## config.mk

```make
export PLATFORM = sky130hd
export DESIGN_NAME = out_port_uart_tx
export DESIGN_NICKNAME = d
export VERILOG_FILES = /design/src/rtl/sap_uart_pkg.sv /design/src/rtl/sync_fifo.sv /design/src/rtl/out_port_uart_tx.sv
export SDC_FILE = /design/constraint.sdc
export NUM_CORES = 1
export LEC_CHECK = 0
export CAP_MARGIN = 20
export CORE_UTILIZATION = 40
export CTS_CLUSTER_DIAMETER = 60
export CTS_CLUSTER_SIZE = 14
export DETAILED_ROUTE_END_ITERATION = 10
export PLACE_DENSITY = 0.57
export SETUP_SLACK_MARGIN = 0.02
export SYNTH_ARGS = -nofsm -noshare
export SYNTH_HDL_FRONTEND = slang
export SYNTH_HIERARCHICAL = 1
export SYNTH_SLANG_ARGS = --single-unit
```

## constraint.sdc

```tcl
create_clock -name clk -period 2.7 [get_ports clk]
set_input_delay 0.27 -clock clk [delete_from_list [all_inputs] [get_ports clk]]
set_output_delay 0.27 -clock clk [all_outputs]
set_load 0.02 [all_outputs]
```

## src/rtl/sap_uart_pkg.sv

```systemverilog
// Shared types and constants for the OUT-port UART transmitter.
package sap_uart_pkg;

   typedef enum logic [1:0] {TX_IDLE, TX_START, TX_DATA, TX_STOP} tx_state_t;

   localparam int   UART_DATA_BITS  = 8;
   localparam logic UART_IDLE_LEVEL = 1'b1;

endpackage

```

## src/rtl/sync_fifo.sv

```systemverilog
// Single-clock FIFO with occupancy count; a pop on an empty FIFO is ignored and
// a push is accepted when full only if a pop frees a slot on the same edge.
module sync_fifo #(
   parameter int WIDTH = 8,
   parameter int DEPTH = 4
) (
   input  logic                     clk,
   input  logic                     reset,
   input  logic                     push,
   input  logic                     pop,
   input  logic [WIDTH-1:0]         din,
   output logic [WIDTH-1:0]         dout,
   output logic                     full,
   output logic                     empty,
   output logic [$clog2(DEPTH):0]   count
);

   localparam int AW = $clog2(DEPTH);
   localparam int CW = AW + 1;

   logic [WIDTH-1:0] mem [DEPTH];
   logic [AW-1:0]    wr_ptr;
   logic [AW-1:0]    rd_ptr;
   logic             do_push;
   logic             do_pop;

   assign empty   = (count == CW'(0));
   assign full    = (count == CW'(DEPTH));
   assign do_pop  = pop & ~empty;
   assign do_push = push & (~full | do_pop);
   assign dout    = mem[rd_ptr];

   // Storage, pointers and occupancy
   always_ff @(posedge clk or posedge reset) begin
      if (reset) begin
         wr_ptr <= AW'(0);
         rd_ptr <= AW'(0);
         count  <= CW'(0);
         for (int i = 0; i < DEPTH; i++) begin
            mem[i] <= WIDTH'(0);
         end
      end else begin
         if (do_push) begin
            mem[wr_ptr] <= din;
            wr_ptr      <= wr_ptr + AW'(1);
         end
         if (do_pop) begin
            rd_ptr <= rd_ptr + AW'(1);
         end
         case ({do_push, do_pop})
            2'b10:   count <= count + CW'(1);
            2'b01:   count <= count - CW'(1);
            default: count <= count;
         endcase
      end
   end

endmodule

```

## src/rtl/out_port_uart_tx.sv

```systemverilog
// Buffers bytes strobed out of the computer's OUT register and sends them as
// 8N1 UART frames, back-to-back when the FIFO has more queued.
module out_port_uart_tx
   import sap_uart_pkg::*;
#(
   parameter int CLKS_PER_BIT = 104,
   parameter int FIFO_DEPTH   = 4
) (
   input  logic       clk,
   input  logic       reset,
   input  logic [7:0] out_val,
   input  logic       out_load,
   output logic       tx,
   output logic       busy,
   output logic       fifo_full,
   output logic       overflow
);

   localparam int BW = $clog2(CLKS_PER_BIT);

   tx_state_t                   state;
   logic [BW-1:0]               baud_cnt;
   logic [2:0]                  bit_idx;
   logic [UART_DATA_BITS-1:0]   shift;
   logic [UART_DATA_BITS-1:0]   fifo_dout;
   logic                        fifo_empty;
   logic [$clog2(FIFO_DEPTH):0] fifo_count;
   logic                        baud_last;
   logic                        pop;

   assign baud_last = (baud_cnt == BW'(CLKS_PER_BIT - 1));
   // The FIFO head is consumed either straight from idle or at the very end of a stop bit.
   assign pop  = ~fifo_empty & ((state == TX_IDLE) | ((state == TX_STOP) & baud_last));
   assign busy = (state != TX_IDLE) | (fifo_count != '0);

   sync_fifo #(
      .WIDTH (UART_DATA_BITS),
      .DEPTH (FIFO_DEPTH)
   ) u_fifo (
      .clk   (clk),
      .reset (reset),
      .push  (out_load),
      .pop   (pop),
      .din   (out_val),
      .dout  (fifo_dout),
      .full  (fifo_full),
      .empty (fifo_empty),
      .count (fifo_count)
   );

   // Framing FSM; tx is registered so the line never glitches
   always_ff @(posedge clk or posedge reset) begin
      if (reset) begin
         state    <= TX_IDLE;
         tx       <= UART_IDLE_LEVEL;
         baud_cnt <= BW'(0);
         bit_idx  <= 3'd0;
         shift    <= '0;
      end else begin
         case (state)
            TX_IDLE: begin
               baud_cnt <= BW'(0);
               tx       <= UART_IDLE_LEVEL;
               if (pop) begin
                  shift <= fifo_dout;
                  state <= TX_START;
                  tx    <= 1'b0;
               end
            end
            TX_START: begin
               if (baud_last) begin
                  baud_cnt <= BW'(0);
                  bit_idx  <= 3'd0;
                  state    <= TX_DATA;
                  tx       <= shift[0];
               end else begin
                  baud_cnt <= baud_cnt + BW'(1);
               end
            end
            TX_DATA: begin
               if (baud_last) begin
                  baud_cnt <= BW'(0);
                  if (bit_idx == 3'(UART_DATA_BITS - 1)) begin
                     state <= TX_STOP;
                     tx    <= UART_IDLE_LEVEL;
                  end else begin
                     shift   <= shift >> 1;
                     bit_idx <= bit_idx + 3'd1;
                     tx      <= shift[1];
                  end
               end else begin
                  baud_cnt <= baud_cnt + BW'(1);
               end
            end
            TX_STOP: begin
               if (baud_last) begin
                  baud_cnt <= BW'(0);
                  if (pop) begin
                     shift <= fifo_dout;
                     state <= TX_START;
                     tx    <= 1'b0;
                  end else begin
                     state <= TX_IDLE;
                  end
               end else begin
                  baud_cnt <= baud_cnt + BW'(1);
               end
            end
            default: begin
               state    <= TX_IDLE;
               tx       <= UART_IDLE_LEVEL;
               baud_cnt <= BW'(0);
            end
         endcase
      end
   end

   // Sticky record of a strobe lost to a full FIFO
   always_ff @(posedge clk or posedge reset) begin
      if (reset) begin
         overflow <= 1'b0;
      end else if (out_load & fifo_full & ~pop) begin
         overflow <= 1'b1;
      end else begin
         overflow <= overflow;
      end
   end

endmodule

```

==> flow_summary_export.csv, run 1 <==
group,metric,value,unit
status,status,"complete, no violations",
power,peakVddDrop,0.595,mV
routing,drt-wirelength-per-cell,15.5,um
placed_design,dp.final_hpwl,4.05,mm
finish,final_common_cell,"dfrtp_1",
sta,setup_slack,0.197,ns
sta,max_clock_freq,0.400,GHz
routing,dr.first_iter.drc_count,59,
global_route,use_met1,0.212,
critical_path,critPathMaxFanout,4,
power,p_total,4.60,mW
critical_path,start_kind,"register",
finish,fin_area,3740,um^2
sta,fin_crit,2.50,ns
floorplan,start_util,0.421,
global_route,globalRoute.busiestLayer,"met2",
routing,wirelength,5.87,mm
yosys,synth_edf_count,0,
sta,worstMarginPinSlew,0.892,ns
power,powerDensity,1230,nW/um^2
cts,hold_buffers,0,
finish,drive_above_1_share,0.355,
run,maxCapViolCount,0,
global_route,use_met3,0.0429,
yosys,synthCells,243,
yosys,synth_cell_types,52,
yosys,avgSynthCellArea,12.8,um^2
yosys,synth_fp_nets,268,
routing,firstDrtPassIters,4,
routing,ant_nets,0,
global_route,grt_overflow,0,
global_route,grt_pass1_wl,10.1,mm
global_route,track_usage,0.159,
cts,clkLatencyLatePin,0.34,ns
critical_path,r2r_slack,0.20,ns
yosys,synth-main-ff-cell,"dfrtp_1",
yosys,mappedNetlistArea,3120,um^2
routing,drcViolationCount,0,
floorplan,io_pins,15,
critical_path,crit_required,2.96,ns
critical_path,end_kind,"register",
cts,path_clk_slew,0.06,ns
sta,rsz0062_at_grt,"false",
placed_design,placed_area,3470,um^2
yosys,synth_seq_cells,61,
sta,skew,0.00480,ns
placed_design,dp_slack,0.0893,ns
cts,cts_tree,"yes",
critical_path,crit_arrival,2.77,ns
hold_path,hp-class,"input port to asynchronous set/reset pin",
cts,cts.path.max_buffers,2,
finish,insertedDiodeCount,0,
global_route,grtUsageMet2,0.244,
yosys,synthArstFlopShare,1.00,
sta,slew-limit-headroom,0.404,
yosys,yosysWarnings,6,
finish,final_cell_mix,"dfrtp_1 (58), mux2_2 (31), buf_4 (16)",
routing,vias_per_cell,5.23,
global_route,grt_antenna_before_repair,0,
sta,finalSetupViolations,0,
sta,finalHoldWorstSlack,0.370,ns
cts,clock-sinks,61,
floorplan,dieArea,8160,um^2
floorplan,rows,31,
finish,multi_input_area,1560,um^2
finish,seq_area,1530,um^2
floorplan,die_y,90.3,um
global_route,grt_max_degree,40,
sta,slew_viol_final,0,
cts,cts_made_buffers,9,
floorplan,die_w,90.3,um
floorplan,core-area,7410,um^2
cts,htreeDepth,3,
placed_design,port-buffer-count,14,
finish,fin_util,0.505,
placed_design,place_congestion,0.755,
global_route,first_global_vias,1975,
finish,nFillCells,663,
sta,hold_viol,0,
finish,syn_to_final_growth,19.8,%
finish,nets,300,
yosys,synth_seq_area_share,0.489,
sta,fin_crit_sh,0.927,
cts,clock-root-buffer,"clkbuf_8",
power,leakage,1.56,nW
routing,dr_total_vias,1978,
critical_path,crit_type,"register to register",
==> flip-flops by register name, summed over array words and instances (netlist names) <==
| name | flops |
|---|---|
| baud_cnt | 7 |
| bit_idx | 3 |
| overflow | 1 |
| shift | 8 |
| state | 2 |
| tx | 1 |
| u_fifo/count | 3 |
| u_fifo/mem | 32 |
| u_fifo/rd_ptr | 2 |
| u_fifo/wr_ptr | 2 |
==> path summary, 6_finish.rpt <==
| check | from | end | cells after the start |
|---|---|---|---|
| setup reg to reg | baud_cnt[1]$_DFF_PP0_ | u_fifo/count[2]$_DFFE_PP0P_ | 12 |
| setup / recovery | baud_cnt[1]$_DFF_PP0_ | u_fifo/count[2]$_DFFE_PP0P_ | 12 |
| hold reg to reg | overflow$_DFFE_PP0P_ | overflow$_DFFE_PP0P_ | 1 |
| max in group asynchronous | reset | state[1]$_DFFE_PP0P_ | 2 |
| hold / removal | reset | u_fifo/count[0]$_DFFE_PP0P_ | 3 |
| min in group clk | overflow$_DFFE_PP0P_ | overflow$_DFFE_PP0P_ | 1 |
==> area by class of cell <==
class | count | area share
clock buffer | 11 | 0.0378
clock inverter | 4 | 0.0194
inverter | 15 | 0.0151
multi-input combinational | 158 | 0.416
sequential | 61 | 0.409
tap | 99 | 0.0331
timing repair buffer | 30 | 0.0693
==> worst max-delay path: stages (launching register included) <==
cell,delay (ns)
dfrtp_1,0.41
ha_4,0.19
and3_4,0.19
a41oi_4,0.21
inv_2,0.07
nor4b_4,0.29
or2b_4,0.18
ha_4,0.12
inv_1,0.05
fa_2,0.33
xor2_1,0.14
nor2_1,0.11
xor2_1,0.14
==> cells by family (layout without fill, tap and decap cells) <==
kind of cell,Yosys count,in the layout,share of synthesized area
multiplexers,44,44,0.187
adder cells (fa/ha/maj),14,14,0.0585
flip-flops,61,61,0.489
buffers and inverters,24,60,0.0341
XOR/XNOR,10,10,0.0281
AND/OR/NAND/NOR,47,47,0.0926
AO/OA/AOI/OAI,43,43,0.110
==> synthesized netlist by cell type, drive strengths merged, types with 2 or more instances <==
cell type,count,area (um^2)
xor2,5,43.8
a41oi,2,32.5
o22ai,7,43.8
dfrtp,60,1500
nand3,5,25.0
ha,13,163
mux4,8,180
nor2,10,47.5
mux2,35,394
xnor2,5,43.8
nor3b,4,41.3
and3,3,18.8
a21oi,6,33.8
inv,15,56.3
a2bb2oi,7,61.3
and2b,2,16.3
buf,7,42.5
nor3,6,30.0
a22o,3,26.3
clkbuf,2,7.51
nand2,10,37.5
o21ai,7,35.0
==> timing repair <==
action | 4_1_cts | 5_1_grt
pin swaps | 0 | 5
setup endpoints to repair | 1 | 2
gates cloned | 0 | 0
buffers inserted | 0 | 5
endpoints found under the hold margin | 0 | 0
resized for setup | 1 | 5
==> through the flow <==
| step | TNS, ns | instances |
|---|---|---|
| after floorplan | -0.0807 | 243 |
| after global placement | 0 | 358 |
| after detailed placement | 0 | 358 |
| after CTS | 0 | 373 |
| after global routing | 0 | 378 |
| final | 0 | 378 |
==> where the power goes <==
part	leakage [nW]	switching, mW	internal [mW]
registers	0.724	0.331	1.35
clock network	0.105	0.345	0.538
logic	0.733	0.892	1.14
==> metal layers <==
metal,vias up,wire [um]
met5,-,0
met4,0,109
met3,10,177
met2,21,2780
met1,994,2790
li1,953,-
(Power assumes the default switching activity.)
==> run 2, diff against run 1 <==
--- a/config.mk
+++ b/config.mk
@@ -16,3 +16,4 @@
 export SYNTH_HDL_FRONTEND = slang
 export SYNTH_HIERARCHICAL = 1
 export SYNTH_SLANG_ARGS = --single-unit
+export TNS_END_PERCENT = 10
==> results of run 2 <==
The final DEF is identical to that of run 1; final timing and power are the same.
